## config.mk

```make
export PLATFORM = sky130hd
export DESIGN_NAME = reg_bank_wr
export DESIGN_NICKNAME = d
export VERILOG_FILES = /design/src/rtl/reg_bank_wr_pkg.sv /design/src/rtl/wr_lane_deco.sv /design/src/rtl/reg_bank_wr.sv
export SDC_FILE = /design/constraint.sdc
export NUM_CORES = 1
export LEC_CHECK = 0
export BUFFER_PORTS_ARGS = -buffer_cell sky130_fd_sc_hd__buf_4
export CORE_MARGIN = 8
export CORE_UTILIZATION = 35
export DETAILED_ROUTE_END_ITERATION = 6
export RECOVER_POWER = 50
export SYNTH_ARGS = -nofsm -noshare
export SYNTH_HDL_FRONTEND = slang
export SYNTH_HIERARCHICAL = 1
export SYNTH_SLANG_ARGS = --single-unit
```

## constraint.sdc

```tcl
create_clock -name clk -period 2.4 [get_ports clk]
set_input_delay 0.72 -clock clk [delete_from_list [all_inputs] [get_ports clk]]
set_output_delay 0.72 -clock clk [all_outputs]
set_load 0.03 [all_outputs]
```

## src/rtl/reg_bank_wr_pkg.sv

```systemverilog
// Shared constants for the byte/word write register bank: width-mode
// encodings, byte-lane indices and the fixed two-byte register geometry.
package reg_bank_wr_pkg;

    // Width-mode encodings carried on the w input
    localparam logic MODE_BYTE = 1'b0;
    localparam logic MODE_WORD = 1'b1;

    // Byte-lane indices inside one register
    localparam int LANE_LO = 0;
    localparam int LANE_HI = 1;

    // Register geometry: this generation is fixed at two bytes per register
    localparam int BYTE_W         = 8;
    localparam int BYTES_PER_WORD = 2;
    localparam int DW_FIXED       = BYTE_W * BYTES_PER_WORD;

    // Position of a register's byte lane in the flat lane-enable vector
    function automatic int lane_idx(input int reg_i, input int lane);
        return (reg_i * BYTES_PER_WORD) + lane;
    endfunction

endpackage

```

## src/rtl/wr_lane_deco.sv

```systemverilog
// Combinational write-lane decoder: turns a write request, width mode and
// target select into a 2*NREG byte-lane enable vector. Word writes hit both
// lanes of reg sel; byte writes address a flat byte space where the lower
// half of sel values maps to low lanes and the upper half to high lanes.
module wr_lane_deco
    import reg_bank_wr_pkg::*;
#(
    parameter int NREG = 8
) (
    input  logic                      wr,
    input  logic                      w,
    input  logic [$clog2(NREG)-1:0]   sel,
    output logic [2*NREG-1:0]         lane_en
);

    localparam int SW   = $clog2(NREG);
    localparam int HALF = NREG / 2;

    logic word_s;
    logic byte_s;

    assign word_s = wr & (w == MODE_WORD);
    assign byte_s = wr & (w == MODE_BYTE);

    for (genvar g = 0; g < NREG; g++) begin : g_lane
        localparam int LO = lane_idx(g, LANE_LO);
        localparam int HI = lane_idx(g, LANE_HI);

        logic hit_s;
        assign hit_s = (sel == SW'(g));

        if (g < HALF) begin : g_lower
            // Lower-half registers also own the byte-mode low/high aliases
            logic alias_s;
            assign alias_s     = (sel == SW'(g + HALF));
            assign lane_en[LO] = (word_s | byte_s) & hit_s;
            assign lane_en[HI] = (word_s & hit_s) | (byte_s & alias_s);
        end else begin : g_upper
            // Upper-half registers are reachable only with word writes
            assign lane_en[LO] = word_s & hit_s;
            assign lane_en[HI] = word_s & hit_s;
        end
    end

endmodule

```

## src/rtl/reg_bank_wr.sv

```systemverilog
// Byte/word write register bank. A write is accepted every cycle, decoded to
// byte-lane enables, and held one cycle in a stage register (enables plus
// lane-aligned data) before it commits into the bank. Two combinational
// word read ports see the bank with per-lane forwarding from the stage, so
// a read always returns the most recent accepted write for each lane.
module reg_bank_wr
    import reg_bank_wr_pkg::*;
#(
    parameter int NREG = 8,
    parameter int DW   = 16
) (
    input  logic                      clk,
    input  logic                      rst,
    input  logic                      wr,
    input  logic                      w,
    input  logic [$clog2(NREG)-1:0]   sel,
    input  logic [DW-1:0]             wdata,
    input  logic [$clog2(NREG)-1:0]   rsel_a,
    input  logic [$clog2(NREG)-1:0]   rsel_b,
    output logic [2*NREG-1:0]         we,
    output logic                      ack,
    output logic [DW-1:0]             rdata_a,
    output logic [DW-1:0]             rdata_b
);

    // Elaboration-time parameter checks
    if (DW != DW_FIXED) begin : g_bad_dw
        $error("reg_bank_wr: DW must be 16 in this generation");
    end
    if ((NREG < 2) || ((NREG % 2) != 0)) begin : g_bad_nreg
        $error("reg_bank_wr: NREG must be even and at least 2");
    end

    logic [2*NREG-1:0] lane_en_s;
    logic [DW-1:0]     wr_data_s;
    logic [2*NREG-1:0] stg_we_r;
    logic [DW-1:0]     stg_data_r;
    logic              ack_r;
    logic [DW-1:0]     fwd_s [NREG];

    wr_lane_deco #(
        .NREG (NREG)
    ) u_deco (
        .wr      (wr),
        .w       (w),
        .sel     (sel),
        .lane_en (lane_en_s)
    );

    // Align write data: a byte is replicated onto both lanes so the stage
    // carries it on whichever lane the decoder enabled
    always_comb begin
        wr_data_s = {DW{1'b0}};
        if (w == MODE_WORD) begin
            wr_data_s = wdata;
        end else begin
            wr_data_s = {BYTES_PER_WORD{wdata[BYTE_W-1:0]}};
        end
    end

    // Stage register: holds the decoded write for its commit cycle; reset
    // clears it so neither an incoming nor a pending write survives
    always_ff @(posedge clk) begin
        if (rst) begin
            stg_we_r   <= {(2*NREG){1'b0}};
            stg_data_r <= {DW{1'b0}};
            ack_r      <= 1'b0;
        end else begin
            stg_we_r   <= lane_en_s;
            stg_data_r <= wr_data_s;
            ack_r      <= |lane_en_s;
        end
    end

    for (genvar g = 0; g < NREG; g++) begin : g_reg
        localparam int LO = lane_idx(g, LANE_LO);
        localparam int HI = lane_idx(g, LANE_HI);

        logic [DW-1:0] row_r;

        // Bank row: each lane commits independently from the stage register
        always_ff @(posedge clk) begin
            if (rst) begin
                row_r <= {DW{1'b0}};
            end else begin
                if (stg_we_r[LO]) begin
                    row_r[LANE_LO*BYTE_W +: BYTE_W] <= stg_data_r[LANE_LO*BYTE_W +: BYTE_W];
                end
                if (stg_we_r[HI]) begin
                    row_r[LANE_HI*BYTE_W +: BYTE_W] <= stg_data_r[LANE_HI*BYTE_W +: BYTE_W];
                end
            end
        end

        // Forwarded view of the row: a lane pending commit shows its new byte
        assign fwd_s[g][LANE_LO*BYTE_W +: BYTE_W] = stg_we_r[LO] ?
            stg_data_r[LANE_LO*BYTE_W +: BYTE_W] : row_r[LANE_LO*BYTE_W +: BYTE_W];
        assign fwd_s[g][LANE_HI*BYTE_W +: BYTE_W] = stg_we_r[HI] ?
            stg_data_r[LANE_HI*BYTE_W +: BYTE_W] : row_r[LANE_HI*BYTE_W +: BYTE_W];
    end

    assign we      = stg_we_r;
    assign ack     = ack_r;
    assign rdata_a = fwd_s[rsel_a];
    assign rdata_b = fwd_s[rsel_b];

endmodule

```

# --- Yosys cells after proc, flatten, opt, wreduce, memory -nomap -nowiden ---
# Cells that the tools add are included.
totals:
  ff_bits: 160
  inputBits: 29
  wordCells: 71
op_classes:
  n_lt_le_gt_ge: 2
  eq_ne: 7
  n_mux: 23
  bitwise_logic: 26
  n_reduce_logical: 2
ops:
  columns: ["op", "n"]
  rows:
  - ["8-bit 2-to-1 mux", 16]
  - ["16-bit binary-select mux with 3-bit select", 2]
  - ["16-bit 2-to-1 mux", 5]
  - ["1-bit bitwise AND", 18]
  - ["3-bit == test, second input constant", 4]
  - ["12-bit OR reduction", 1]
  - ["4-bit greater-or-equal comparator, second input constant", 2]
  - ["3-bit inverter with 4-bit output", 2]
  - ["3-bit by 2-bit == test with 1-bit output, second input constant", 2]
  - ["1-bit bitwise OR", 5]
  - ["3-bit by 1-bit == test with 1-bit output, second input constant", 1]
  - ["3-bit logical NOT", 1]
  - ["1-bit inverter", 1]

# --- Depth between registers and ports, before layout ---
# Gate-level depths: netlist of run 1.
depth:
  ltp_word: 5
  depth_mapped: 6

# --- By module ---
# The synthesis of run 1 kept the hierarchy.
by_module_without_submodules:
  columns: ["mod", "n_inst", "cells_each", "area_per_inst_um2", "seq_area_each_um2"]
  rows:
  - ["reg_bank_wr", 1, 868, 8294.2, 3223.1]
  - ["wr_lane_deco", 1, 24, 157.7, 0.0]

# --- Worst setup path after synthesis of run 1 ---
# No wires, ideal clock.
synth_path:
  path_type: "input port to output port"
  from: "input rsel_b[1]"
  to: "output rdata_b[7]"
  arrival_ns: 2.035
  slack_ns: -0.355
  path_stages: 4
  cell_sequence: "buf_4 -> buf_4 -> mux4_2 -> mux2i_1"
synth_between:
  elab_chain_cells: 4
synth_rtl:
  columns: ["item", "line_no", "rtl"]
  rows:
  - ["start: declaration", "reg_bank_wr.sv:19", "input logic [$clog2(NREG)-1:0] rsel_b,"]
  - ["3-bit inverter with 4-bit output (not written as such)", "reg_bank_wr.sv:105", "assign rdata_b = fwd_s[rsel_b];"]
  - ["16-bit binary-select mux with 3-bit select", "reg_bank_wr.sv:105", null]
  - ["16-bit 2-to-1 mux (not written as such) (2 in series)", "reg_bank_wr.sv:105", null]
  - ["end: declaration", "reg_bank_wr.sv:23", "output logic [DW-1:0] rdata_b"]
# Every way passes these cells. The select of a mux whose other input is x is not followed.

# --- Worst setup path after layout of run 1 ---
layout_path:
  from: "input rsel_b[1]"
  to: "output rdata_b[3]"
# The elaborated chain is that of the path after synthesis.

==> results of run 1 <==
stage by stage:
| step | instance area, sq um | total power [mW] |
|---|---|---|
| 4_1_cts | 11400 | 6.669 |
| 6_report | 11720 | 6.639 |
| 3_3_place_gp | 10380 | 3.810 |
| 3_5_place_dp | 10380 | 3.815 |
| 5_1_grt | 11720 | 6.877 |
| 2_1_floorplan | 9170 | 3.501 |
registers in the layout (all words and copies together), names as in the netlist:
| signal | count |
|---|---|
| stg_data_r | 16 |
| we | 16 |
| g.row_r | 128 |
| ack | 1 |
cell families after synthesis:
group | count (synthesis) | synth area share, %
buf+inv | 96 | 6.010
xor+xnor | 1 | 0.1925
flops | 161 | 38.13
mux | 184 | 22.52
compound gates | 211 | 19.64
simple gates | 239 | 13.50
metal layers:
layer | share of wire, % | routed length, um | global-route usage [%]
met3 | 5.4 | 1378 | 3.971
met2 | 45 | 11620 | 26.35
met4 | 0.90 | 230 | 4.045
met1 | 48 | 12320 | 23.50
met5 | 0 | 0 | 0
path summary, 6_finish.rpt:
kind | endpoint | slack [ns]
min reg2reg | g_reg[1].row_r[8] | 0.51
max reg2reg | g_reg[5].row_r[9] | 0.95
max | rdata_b[3] | -0.34
min | g_reg[1].row_r[8] | 0.51
what timing repair did:
item	in CTS	in global routing
resized for setup	113	30
endpoints found under the setup margin	32	32
hold buffers	0	0
setup buffers	4	13
pin swaps	12	26
gates cloned	0	7
layout make-up:
type | count | area share [%]
multi-input combinational | 635 | 48.15
timing repair buffer | 191 | 15.57
sequential | 161 | 27.72
clock inverter | 15 | 1.441
tap | 324 | 3.459
inverter | 1 | 0.03203
clock buffer | 17 | 3.630
worst max-delay path, delay by kind of cell:
family,cells,cell delay [ns]
AO/OA/AOI/OAI,3,0.72
buffers and inverters,2,0.31
multiplexers,1,0.24
power groups by stage:
stage	logic, mW	registers (mW)	clock network (mW)
final	1.09	2.77	2.78
after global routing	1.16	2.77	2.94
after CTS	1.07	2.77	2.83
after detailed placement	0.993	2.82	0
after global placement	0.989	2.82	0
after floorplan	0.700	2.80	0
synth_stat cells:
master and instances:
buf_2 18, nor3_1 5, or3_1 30, nor3b_2 2, nor3_2 1, clkbuf_4 1, buf_4 16, clkbuf_2 1
nor2_1 142, o21ai_0 60, buf_1 4, nand4_1 1, o221a_1 13, a22oi_1 30, o221ai_1 30, nand3_1 1
nor2b_1 26, dfxtp_1 161, nand2_1 3, xnor2_2 1, clkbuf_1 47, mux2i_1 177, a41oi_1 1, mux4_2 4
o221a_2 17, o22a_1 60, inv_1 1, buf_6 8, or2_2 8, nand2b_1 16, nor4_1 4, mux2i_2 3
==> metrics.md, run 1 <==
| Metric | Value |
|---|---|
| Status | finished, violations left |
| Failing checks | max-capacitance violations, max-slew violations, negative setup slack |
| Reg2Reg Depth | 3 |
| Final hold slack | 0.5131 ns |
| First-pass GRT wire length | 39600 um |
| Final period utilization | 114.1% |
| DIE HEIGHT | 171.4 um |
| Area contributors post-synth | dfxtp_1, mux2i_1, nor2_1 |
| Layout cells sized above 1 | 36.37% |
| Int Pwr | 4.776 mW |
| Port-buffer cells | 77 |
| CTS root buf | clkbuf_16 |
| Worst-Margin Slew | 1.770 ns |
| Mapped Cells | 892 |
| Global placer's final weighted congestion | 0.8624 |
| Total Wirelength | 25540 um |
| CP required | 1.68 ns |
| YS warnings | 6 |
| RR Startpoint | we[11] |
| Worst rel slew slack | -18.01% |
| Register area | 3248 sq um |
| P_sw | 1.862 mW |
| Overall routing resource usage | 16.99% |
| Drt via density | 5.382 |
| Die area | 29380 sq um |
| Final Util | 48.76% |
| Synthesis-to-layout area growth | 38.65% |
| CP arrival | 2.02 ns |
| WS Path Type | input port to output pin |
| Synthesized area | 8452 sq um |
| Final Hold Viols | 0 |
| Post-synth top area share | 38.13% |
| Place WS | -0.5541 ns |
| Most common cell after layout, fill and taps aside | mux2i_1 |
| Fmax | 365.1 MHz |
| CTS Buffer Depth | 2 |
| Max FO, Critical Path | 26 |
| Power Density | 566.5 nW/um^2 |
| Commonest cells after routing, fill and taps aside | mux2i_1, dfxtp_1, nor2_1 |
| Final ANT Viol Nets | 0 |
| Crit path setup slack, layout | -0.3393 ns |
| Start point of the critical path | rsel_b[1] |
| Post-Route Setup TNS | -9.473 ns |
| Worst-path clk slew | 0.06 ns |
| Synth area leader | dfxtp_1 |
| Power share of the sequential group | 41.7% |
| RSZ-0062 raised after global routing | yes |
| Routed length per instance | 19.01 um |
| Synth Register Bits | 161 |
| Die width | 171.4 um |
| CTS buffer count | 17 |
| Sw frac | 28.05% |
| Max_cap viols | 1 |
| Post-Place Cells | 1288 |
| Worst-skew pair later-pin latency | 0.43 ns |
| Final Instance Count excl. Fillers | 1344 |
| Vias after detailed routing | 7233 |
| CTS tree | done |
| Hpwl dp | 18530 um |
| Vias in the first global route | 7058 |
| Leak | 4.341 nW |
| Placeable core region | 24030 sq um |
| DR iter-0 viols | 445 |
| Register area share after synthesis | 38.13% |
| Layout Skew | 0.008210 ns |
| Worst Setup End Kind | output pin |
| Minimum clock period after layout | 2.739 ns |
| Hold Crit Class | flop to flop |
| H-tree Lvls | 4 |
| Starting Density | 35.17% |
| IO Count | 78 |
| Initial antenna violation count | 0 |
| Hold Path Origin | g_reg[1].row_r[8] |
| Synth Net Count | 921 |
| Worst VDD drop | 0.0003814 V |
| Synth cell types | 32 |
| Footprint of the multi-input gates | 5643 sq um |
| Core Rows | 57 |
| Final setup viols | 32 |
| Critical Path Start Type | input port |
| ANT cells | 0 |
| Crit-path slowest cell | o221a_2 |
| Nets | 1036 |
| Fillers | 2204 |
| Crit-path cells | buf_8 > mux2i_4 > o221a_2 > a22oi_2 > o221ai_4 > buf_6 |
| Largest net degree at the start of global routing | 54 |
| 1st-pass router iterations | 5 |
| DR DRC count | 0 |
| Fin. max-slew vios | 37 |
| Comb pwr share | 16.5% |
| Worst Hold Depth | 2 |
| Number of clock sinks | 161 |
| Total gr overflow | 0 |
| Avg Synthesized Cell Area | 9.475 sq um |
| Power share of the clock group | 41.8% |
| Crit path largest cell delay | 0.30 ns |
Power figures use the tool's default switching activity.
==> run 2, diff against run 1 <==
Settings changed: BUFFER_PORTS_ARGS -buffer_cell sky130_fd_sc_hd__buf_4 to default, DONT_BUFFER_PORTS from default to 1.
==> run 2 against run 1 <==
- the flow finishes with violations (negative setup slack)
- flip-flop and latch count unchanged
- design area down 6.8%
- sequential share of layout area up 2.2 points
- critical path depth down 1
- critical endpoint is now rdata_b[13]
- largest power group unchanged
==> metrics.md, run 2 (synthesis results as in run 1) <==
| Metric | Value |
|---|---|
| Status | finished, violations left |
| Failing checks | negative setup slack |
| Worst Setup End Kind | output pin |
| Final ANT Viol Nets | 0 (unchanged) |
| Place WS | -0.2513 ns (+0.3028 ns) |
| Die width | 171.4 um (unchanged) |
| DR iter-0 viols | 344 (-23%) |
| Number of clock sinks | 161 (unchanged) |
| Worst Hold Depth | 1 (-1) |
| Global placer's final weighted congestion | 0.8586 (-0.44%) |
| Final Power | 6.435 mW (-3.1%) |
| Total Wirelength | 23980 um (-6.1%) |
| Core Rows | 57 (unchanged) |
| ANT cells | 0 (unchanged) |
| Vias after detailed routing | 6727 (-7.0%) |
| Crit path largest cell delay | 0.40 ns (+0.10 ns) |
| Nets | 939 (-9.4%) |
| Hpwl dp | 17290 um (-6.7%) |
| Die area | 29380 sq um (unchanged) |
| WS Path Type | flop to output pin |
| CP arrival | 1.96 ns (-0.06 ns) |
| Power Density | 589.0 nW/um^2 (+4.0%) |
| Fillers | 2227 (+1.0%) |
| RSZ-0062 raised after global routing | yes |
| IO Count | 78 (unchanged) |
| Power share of the sequential group | 43.1% (+1.4 points) |
| Crit path setup slack, layout | -0.2844 ns (+0.05483 ns) |
| Max_cap viols | 0 (-1) |
| Worst-skew pair later-pin latency | 0.43 ns (about the same) |
| Hold Path Origin | rst |
| Fin. max-slew vios | 0 (-100%) |
| Int Pwr | 4.818 mW (+0.88%) |
| Final Hold Viols | 0 (unchanged) |
| R2r setup slk | 1.23 ns (+0.28 ns) |
| Final setup viols | 32 (unchanged) |
| Final hold slack | 0.3634 ns (-0.1497 ns) |
| Routed length per instance | 19.28 um (+1.4%) |
| Final Instance Count excl. Fillers | 1244 (-7.4%) |
| Reg-to-reg endpoint | g_reg[4].row_r[3] |
| Synthesis-to-layout area growth | 29.25% |
| Leak | 3.840 nW (-12%) |
| Worst-Margin Slew | 0.5723 ns (-1.198 ns) |
| CTS tree | done |
| Crit-path slowest cell | dfxtp_4 |
| Layout cells sized above 1 | 30.65% (-5.7 points) |
| 1st-pass router iterations | 5 (unchanged) |
| DIE HEIGHT | 171.4 um (unchanged) |
| Minimum clock period after layout | 2.684 ns (-0.05483 ns) |
| Total gr overflow | 0 (unchanged) |
| H-tree Lvls | 4 (unchanged) |
| Hold Crit Class | input port to flop |
| Worst-path clk slew | 0.06 ns (about the same) |
| Buf+Inv Stages, Crit Path | 1 (-1) |
| Max FO, Critical Path | 6 (-77%) |
| Reg with most FFs | g.row_r |
| Register area | 3267 sq um (+0.58%) |
| First-pass GRT wire length | 37130 um (-6.2%) |
| Drt via density | 5.408 (+0.48%) |
| Worst rel slew slack | 61.55% (+80 points) |
| CTS Buffer Depth | 2 (unchanged) |
| RR Startpoint | we[8] |
| Post-Place Cells | 1193 (-7.4%) |
| Hold path endpoint | we[15] |
| Largest net degree at the start of global routing | 162 (+200%) |
| Fmax | 372.5 MHz (+2.0%) |
| P_sw | 1.616 mW (-13%) |
| Layout Skew | 0.009139 ns (+0.0009285 ns) |
| Sw frac | 25.12% (-2.9 points) |
| Starting Density | 35.17% (unchanged) |
| CP Depth | 5 (-1) |
| CTS root buf | clkbuf_16 |
| Worst VDD drop | 0.0003974 V (+4.2%) |
| Initial antenna violation count | 0 (unchanged) |
| Port-buffer cells | 0 (-100%) |
| Reg2Reg Depth | 4 (+1) |
| Power share of the clock group | 44.2% (+2.4 points) |
| Placeable core region | 24030 sq um (unchanged) |
| Footprint of the multi-input gates | 5692 sq um (+0.86%) |
| Comb pwr share | 12.6% (-3.9 points) |
| Overall routing resource usage | 16.04% (-0.95 points) |
| Hold-fix buffers, CTS | 0 (unchanged) |
| Final period utilization | 111.9% (-2.3 points) |
| Vias in the first global route | 6431 (-8.9%) |
| Cell family with most CP delay | compound AO/OA/AOI/OAI gates |
| Commonest cells after routing, fill and taps aside | nor2_1, dfxtp_1, mux2i_1 |
| CTS buffer count | 17 (unchanged) |
| Max FFs per register | 128 (unchanged) |
| Crit-path cells | buf_12 > or3_1 > o221a_1 > a22oi_2 > o221ai_4 |
| DR DRC count | 0 (unchanged) |
| Critical Path Start Type | flop |
| CP required | 1.68 ns (about the same) |
## run 2: cell count changes in the layout (fill, tap and decap cells not counted), sizes merged
cell | previous run | this run
clkinv | 3 | 4
bufinv | 2 | 4
buf | 178 | 90
clkinvlp | 0 | 2
clkbuf | 30 | 23
inv | 11 | 1
## run 2: power by group through the flow
| stage | combinational (mW) | clock (mW) | sequential, mW |
|---|---|---|---|
| detailed placement | 0.742 | 0 | 2.83 |
| global route | 0.860 | 3.01 | 2.78 |
| finish | 0.812 | 2.85 | 2.78 |
| floorplan | 0.700 | 0 | 2.80 |
| global placement | 0.739 | 0 | 2.83 |
| CTS | 0.777 | 2.90 | 2.77 |
## run 2: cell type report
class | count | area share [%]
multi-input cells | 635 | 52.10
flip-flops and latches | 161 | 29.90
repair buffers | 94 | 8.705
clock buffers | 19 | 4.055
well taps | 324 | 3.711
clock inverters | 10 | 1.489
inverters | 1 | 0.03436
## run 2: worst max-delay path by stage
stage                    from           to  slack, ns
floorplan           rsel_a[1]   rdata_a[4]       -0.1
global placement    rsel_a[0]  rdata_a[15]      -0.20
detailed placement  rsel_a[0]  rdata_a[15]      -0.25
CTS                     we[1]  rdata_b[13]      -0.28
global route            we[1]   rdata_b[8]      -0.34
finish                  we[1]  rdata_b[13]      -0.28
## run 2: layer usage
layer  GRT usage [%]  up-vias  wire length [um]
li1                -     3316                 -
met1           22.30     3270             11760
met2           24.42      121             10790
met3           3.695       20              1116
met4           4.575        0               309
met5               0        -                 0
## run 2: stage by stage
stage / TNS (ns) / area, sq um / utilization, %
floorplan: -1.879 / 9170 / -
global placement: -2.633 / 9625 / 40.05
detailed placement: -3.207 / 9625 / 40.05
CTS: -7.214 / 10500 / 43.70
global route: -8.795 / 10920 / 45.45
finish: -6.641 / 10920 / 45.45
## run 2: timing repair
| action | CTS | global route |
|---|---|---|
| cloned | 0 | 5 |
| setup buffers | 0 | 17 |
| pin swaps | 8 | 39 |
| endpoints found under the setup margin | 32 | 32 |
| gates resized for setup | 66 | 42 |
